$ cat config.mk
export PLATFORM = sky130hd
export DESIGN_NAME = aoi222_rr_arbiter_flat
export DESIGN_NICKNAME = d
export VERILOG_FILES = /design/src/rtl/aoi222_rr_arbiter_if.sv /design/src/rtl/aoi222_rr_arbiter.sv /design/src/flat_wrapper.sv
export SDC_FILE = /design/constraint.sdc
export NUM_CORES = 1
export LEC_CHECK = 0
export BUFFER_PORTS_ARGS = -buffer_cell sky130_fd_sc_hd__buf_2
export CORE_MARGIN = 3
export CORE_UTILIZATION = 35
export CTS_BUF_LIST = sky130_fd_sc_hd__clkbuf_2
export DETAILED_ROUTE_END_ITERATION = 6
export PLACE_DENSITY = 0.55
export SLEW_MARGIN = 20
export SYNTH_ARGS = -nofsm -noshare
export SYNTH_HDL_FRONTEND = slang
export SYNTH_SLANG_ARGS = --single-unit
$ cat constraint.sdc
create_clock -name CLK -period 6 [get_ports CLK]
set_clock_uncertainty 0.1 [all_clocks]
set_input_delay 1.2 -clock CLK [delete_from_list [all_inputs] [get_ports CLK]]
set_output_delay 1.2 -clock CLK [all_outputs]
set_load 0.01 [all_outputs]
$ cat src/rtl/aoi222_rr_arbiter_if.sv
// ---------------------------------------------------------------------------
// aoi222_rr_arbiter_if
//   Bundles the request/data/grant signals of the three-leg AOI222 arbiter.
//   The master side belongs to the requesters. The slave side belongs to the
//   arbiter.
//
//   REQ   [2:0]        requests: bit 0 = A, bit 1 = B, bit 2 = C (level)
//   DIN_A/B/C [WIDTH]  data legs
//   GNT   [2:0]        registered one-hot grant, 0 when idle
//   BUSY               registered, 1 while a grant is held
//   ZN    [WIDTH]      ~(granted leg); all ones when idle
// ---------------------------------------------------------------------------
interface aoi222_rr_arbiter_if #(
  parameter int WIDTH = 1
);
  logic [2:0]       REQ;
  logic [WIDTH-1:0] DIN_A;
  logic [WIDTH-1:0] DIN_B;
  logic [WIDTH-1:0] DIN_C;
  logic [2:0]       GNT;
  logic             BUSY;
  logic [WIDTH-1:0] ZN;

  modport master (output REQ, DIN_A, DIN_B, DIN_C, input  GNT, BUSY, ZN);
  modport slave  (input  REQ, DIN_A, DIN_B, DIN_C, output GNT, BUSY, ZN);
endinterface

$ cat src/rtl/aoi222_rr_arbiter.sv
// ---------------------------------------------------------------------------
// aoi222_rr_arbiter
//   This is a round-robin arbiter for a shared inverting select path. It
//   grants one of three requesters, A, B or C. It then drives
//   ZN = ~((GNT[0]&DIN_A) | (GNT[1]&DIN_B) | (GNT[2]&DIN_C)).
//   A hold limit (MAX_HOLD) caps how long an owner keeps the path while
//   another requester waits.
//
//   Ports:
//     CLK  clock, rising edge
//     RST  synchronous, active-high reset
//     bus  aoi222_rr_arbiter_if.slave (REQ, DIN_A/B/C in; GNT, BUSY, ZN out)
//
//   Parameters:
//     WIDTH     width of each data leg and of ZN
//     MAX_HOLD  maximum consecutive owned cycles while others wait (1..255)
//
//   Build option:
//     AOI222_ARB_REG_OUT_EN  When this is defined, ZN is registered and lags
//                            by one cycle. When it is undefined, ZN is
//                            combinational.
// ---------------------------------------------------------------------------
module aoi222_rr_arbiter #(
  parameter int WIDTH    = 1,
  parameter int MAX_HOLD = 4
) (
  input  logic                CLK,
  input  logic                RST,
  aoi222_rr_arbiter_if.slave  bus
);

  localparam int CW = (MAX_HOLD > 1) ? $clog2(MAX_HOLD) : 1;
  localparam logic [CW-1:0] HOLD_LAST = CW'(MAX_HOLD - 1);

  typedef enum logic {IDLE, OWN} state_e;

  state_e        state_q, state_d;
  logic [2:0]    gnt_q,   gnt_d;
  logic [1:0]    last_q,  last_d;   // index of the most recent winner
  logic [CW-1:0] cnt_q,   cnt_d;

  logic [2:0]    others;
  logic [1:0]    win_idx;
  logic [WIDTH-1:0] zn_comb;

  // The search starts just after 'last' and wraps A->B->C->A. The loop runs
  // from the farthest candidate down to the nearest, so the nearest pending
  // requester is written last and wins.
  function automatic logic [1:0] rr_pick(input logic [2:0] req, input logic [1:0] last);
    logic [1:0] idx;
    int         j;
    idx = 2'd0;
    for (int k = 3; k >= 1; k--) begin
      j = (int'(last) + k) % 3;
      if (req[j]) idx = 2'(j);
    end
    return idx;
  endfunction

  // When idle, gnt_q is zero, so 'others' equals the full request vector.
  // One search therefore covers both the initial grant and any handoff.
  assign others  = bus.REQ & ~gnt_q;
  assign win_idx = rr_pick(others, last_q);

  // NOTE: every always_comb output gets a default first, so no path can leave it unassigned and infer a latch.
  always_comb begin
    state_d = state_q;
    gnt_d   = gnt_q;
    last_d  = last_q;
    cnt_d   = cnt_q;
    unique case (state_q)
      IDLE: begin
        if (|bus.REQ) begin
          state_d = OWN;
          gnt_d   = 3'b001 << win_idx;
          last_d  = win_idx;
          cnt_d   = '0;
        end
      end
      OWN: begin
        if (~|(bus.REQ & gnt_q)) begin
          // The owner has released. Hand off directly, or go idle.
          cnt_d = '0;
          if (|others) begin
            gnt_d  = 3'b001 << win_idx;
            last_d = win_idx;
          end else begin
            state_d = IDLE;
            gnt_d   = 3'b000;
          end
        end else if (|others) begin
          if (cnt_q == HOLD_LAST) begin
            // Timeout: move to the next waiter with no idle bubble.
            gnt_d  = 3'b001 << win_idx;
            last_d = win_idx;
            cnt_d  = '0;
          end else begin
            cnt_d = cnt_q + 1'b1;
          end
        end else if (cnt_q != HOLD_LAST) begin
          // The owner is alone. The counter saturates and no timeout fires.
          cnt_d = cnt_q + 1'b1;
        end
      end
      default: begin
        state_d = IDLE;
        gnt_d   = 3'b000;
      end
    endcase
  end

  // NOTE: state registers use non-blocking assignments so every flop samples pre-edge values.
  always_ff @(posedge CLK) begin
    if (RST) begin
      state_q <= IDLE;
      gnt_q   <= 3'b000;
      last_q  <= 2'd2;   // A has first priority after reset
      cnt_q   <= '0;
    end else begin
      state_q <= state_d;
      gnt_q   <= gnt_d;
      last_q  <= last_d;
      cnt_q   <= cnt_d;
    end
  end

  assign zn_comb = ~(({WIDTH{gnt_q[0]}} & bus.DIN_A) |
                     ({WIDTH{gnt_q[1]}} & bus.DIN_B) |
                     ({WIDTH{gnt_q[2]}} & bus.DIN_C));

  assign bus.GNT  = gnt_q;
  assign bus.BUSY = (state_q == OWN);

`ifdef AOI222_ARB_REG_OUT_EN
  logic [WIDTH-1:0] zn_q;
  always_ff @(posedge CLK) begin
    if (RST) zn_q <= '1;
    else     zn_q <= zn_comb;
  end
  assign bus.ZN = zn_q;
`else
  assign bus.ZN = zn_comb;
`endif

endmodule

$ cat src/flat_wrapper.sv
// flat-port wrapper written by rule: the top's interface ports become plain ports
module aoi222_rr_arbiter_flat 
#(
  parameter int WIDTH    = 1,
  parameter int MAX_HOLD = 4
)
  (CLK, RST, bus_REQ, bus_DIN_A, bus_DIN_B, bus_DIN_C, bus_GNT, bus_BUSY, bus_ZN);
  aoi222_rr_arbiter_if #(.WIDTH(WIDTH)) bus_i ();
  input  logic CLK;
  input  logic RST;
  input wire logic [$bits(bus_i.REQ)-1:0] bus_REQ;
  input wire logic [$bits(bus_i.DIN_A)-1:0] bus_DIN_A;
  input wire logic [$bits(bus_i.DIN_B)-1:0] bus_DIN_B;
  input wire logic [$bits(bus_i.DIN_C)-1:0] bus_DIN_C;
  output wire logic [$bits(bus_i.GNT)-1:0] bus_GNT;
  output wire logic [$bits(bus_i.BUSY)-1:0] bus_BUSY;
  output wire logic [$bits(bus_i.ZN)-1:0] bus_ZN;
  assign bus_i.REQ = bus_REQ;
  assign bus_i.DIN_A = bus_DIN_A;
  assign bus_i.DIN_B = bus_DIN_B;
  assign bus_i.DIN_C = bus_DIN_C;
  assign bus_GNT = bus_i.GNT;
  assign bus_BUSY = bus_i.BUSY;
  assign bus_ZN = bus_i.ZN;
  aoi222_rr_arbiter #(.WIDTH(WIDTH), .MAX_HOLD(MAX_HOLD)) u_core (.CLK(CLK), .RST(RST), .bus(bus_i));
endmodule
==> results.sh <==
export IMPL_synthFlopType="dfxtp_1"
export IMPL_antenna_found_initial=0
export IMPL_dpl_hpwl_mm=1.03
export IMPL_min_delay_start="u_core.cnt_q[1]"
export IMPL_crit_type="primary input to output port"
export IMPL_cts_htree_levels=1
export IMPL_max_slew_margin_rel=0.661
export IMPL_fill_cells=160
export IMPL_path_clk_slew_ns=0.06
export IMPL_syn_num_nets=79
export IMPL_cts_tree="built"
export IMPL_path_max_fanout=1
export IMPL_syn_area_per_cell_um2=9.00
export IMPL_dieArea_um2=2230
export IMPL_synth_seq_area_share=0.269
export IMPL_fmax_mhz=324
export IMPL_r2r_start="u_core.last_q[0]"
export IMPL_ir_drop_mv=0.161
export IMPL_start_kind="primary input"
export IMPL_fin_crit_sh=0.514
export IMPL_hold_buffers=0
export IMPL_worst_pin_slew_ns=0.504
export IMPL_hold_class="flip-flop to flip-flop"
export IMPL_post_cts_buffers=0
export IMPL_num_io_pins=13
export IMPL_routedWlPerCell_um=13.3
export IMPL_diodes=0
export IMPL_drive_gt1_frac=0.275
export IMPL_io_buffers=12
export IMPL_ys_warnings_count=0
export IMPL_drc=0
export IMPL_synth_edf_count=0
export IMPL_vias=562
export IMPL_firstDrtPassIters=4
export IMPL_globalRouteOverflowTotal=0
export IMPL_cts_resized=0
export IMPL_min_period_ns=3.08
export IMPL_placed_area_um2=667
export IMPL_num_rows=14
export IMPL_track_usage=0.144
export IMPL_syn_inst=66
export IMPL_synthDistinctLibCells=32
export IMPL_first_global_vias=494
export IMPL_cts_buffer_depth=2
export IMPL_drv_cap=0
export IMPL_die_x_um=47.2
export IMPL_start_util=0.381
export IMPL_drtIter0Drc=22
export IMPL_cts_root_buf="clkbuf_2"
export IMPL_register_area_um2=160
export IMPL_leakage_nw=0.296
export IMPL_final_nets=95
export IMPL_crit_arrival_ns=1.78
export IMPL_fin_setup_tns_ns=0
export IMPL_grt_max_degree=9
export IMPL_fp_coreArea_um2=1560
export IMPL_ant_nets=0
export IMPL_rsz0062_at_grt="no"
export IMPL_gp_congestion=0.707
export IMPL_status="completed"
export IMPL_area_growth_pct=14.7
export IMPL_multi_input_area_um2=404
export IMPL_fin_util=0.437
export IMPL_clk_latency_ns=0.23
export IMPL_cts_sinks=8
export IMPL_routed_via_density=5.85
export IMPL_pwr_density_cell_nw_per_um2=320
export IMPL_cts_buffers=3
export IMPL_worst_hold_slack_ns=0.366
export IMPL_crit_start="bus_DIN_A"
export IMPL_async_flop_share=0
export IMPL_drt_wl_total_mm=1.28
export IMPL_stdcell_area_um2=682
export IMPL_setup_violations=0
export IMPL_synth_seq_cells=8
export IMPL_die_h_um=47.2
export IMPL_grt_pass1_wl_mm=2.17
export IMPL_worstPathRequired_ns=4.70
export IMPL_report_final_hold_viol_count=0
export IMPL_slew_violations=0
export IMPL_syn_area_um2=594
export IMPL_endpoint_kind="output port"
layer usage:
layer / vias up / wire, um / global-route usage
met3: 5 / 47 / 0.0230
li1: 285 / - / -
met2: 12 / 564 / 0.206
met4: 0 / 43 / 0.116
met1: 260 / 621 / 0.187
met5: - / 0 / 0
worst max-delay path, stage by stage:
cell and delay (ns):
buf_2 0.10, a222oi_1 0.30, buf_2 0.18
cell families after synthesis:
family	Yosys count	share of synthesized area
AOI/OAI and AO/OA	18	0.236
adders and majority gates	5	0.105
buffers and inverters	7	0.0505
DFF	8	0.269
muxes	4	0.0716
and+or+nand+nor	24	0.267
layout make-up:
cell class                 instances  share of cell area
timing repair buffer              12              0.0881
multi-input combinational         51               0.593
clock buffer                       3              0.0220
sequential                         8               0.235
tap                               16              0.0294
inverter                           6              0.0330
path summary, 6_finish.rpt:
kind / endpoint / slack [ns] / depth (start not counted)
setup reg to reg: u_core.bus.GNT[2] / 3.45 / 7
setup / recovery: bus_ZN / 2.92 / 3
hold reg to reg: u_core.cnt_q[1] / 0.37 / 2
hold / removal: u_core.cnt_q[1] / 0.37 / 2
synthesized netlist by cell type (2+ instances only):
cell type / instances / share of area
mux2i_1: 2 / 0.034
a21oi_1: 4 / 0.034
nor4bb_1: 2 / 0.034
nor4_1: 2 / 0.021
mux2_2: 2 / 0.038
a22o_1: 2 / 0.029
a222oi_1: 2 / 0.034
nand4_1: 2 / 0.021
ha_1: 5 / 0.11
inv_1: 6 / 0.038
nand2_1: 2 / 0.013
dfxtp_1: 8 / 0.27
nor2_1: 4 / 0.025
nand2b_1: 3 / 0.032
o21ai_0: 3 / 0.025
flip-flops by register name, indices dropped and copies added (netlist names):
name	count
u_core.cnt_q	2
u_core.bus.BUSY	1
u_core.last_q	2
u_core.bus.GNT	3
report_power, final:
part           internal, mW  leakage, nW  total [mW]  switching, mW
sequential           0.0633       0.0659      0.0766         0.0134
clock                0.0136       0.0125      0.0304         0.0168
combinational        0.0553        0.218       0.111         0.0556
cells in the final DEF (no fill, tap or decap):
cell type / instances
o21a_1: 1
buf_2: 12
or2b_1: 1
inv_1: 6
o211ai_1: 1
mux2i_1: 2
mux2_2: 2
a221oi_2: 1
nor3_1: 1
o21ai_0: 3
nand2_1: 2
nand2b_1: 3
a222oi_1: 2
a21oi_2: 1
o31a_2: 1
dfxtp_1: 8
a22o_1: 2
or4b_4: 1
clkbuf_2: 3
nor2_1: 4
nand3_1: 1
or3b_1: 1
and2_1: 1
nand4b_1: 1
o32ai_1: 1
o211a_1: 1
nand4_1: 2
ha_1: 5
or4_2: 1
a21oi_1: 4
nor4_1: 2
nor4b_1: 1
nor4bb_1: 2
stage by stage:
stage,power (mW),setup WS [ns],instances
finish,0.218,2.92,96
global route,0.238,2.88,96
CTS,0.220,2.92,96
detailed placement,0.188,2.92,93
global placement,0.189,2.93,93
floorplan,0.163,3.04,66
Power figures use the tool's default switching activity.
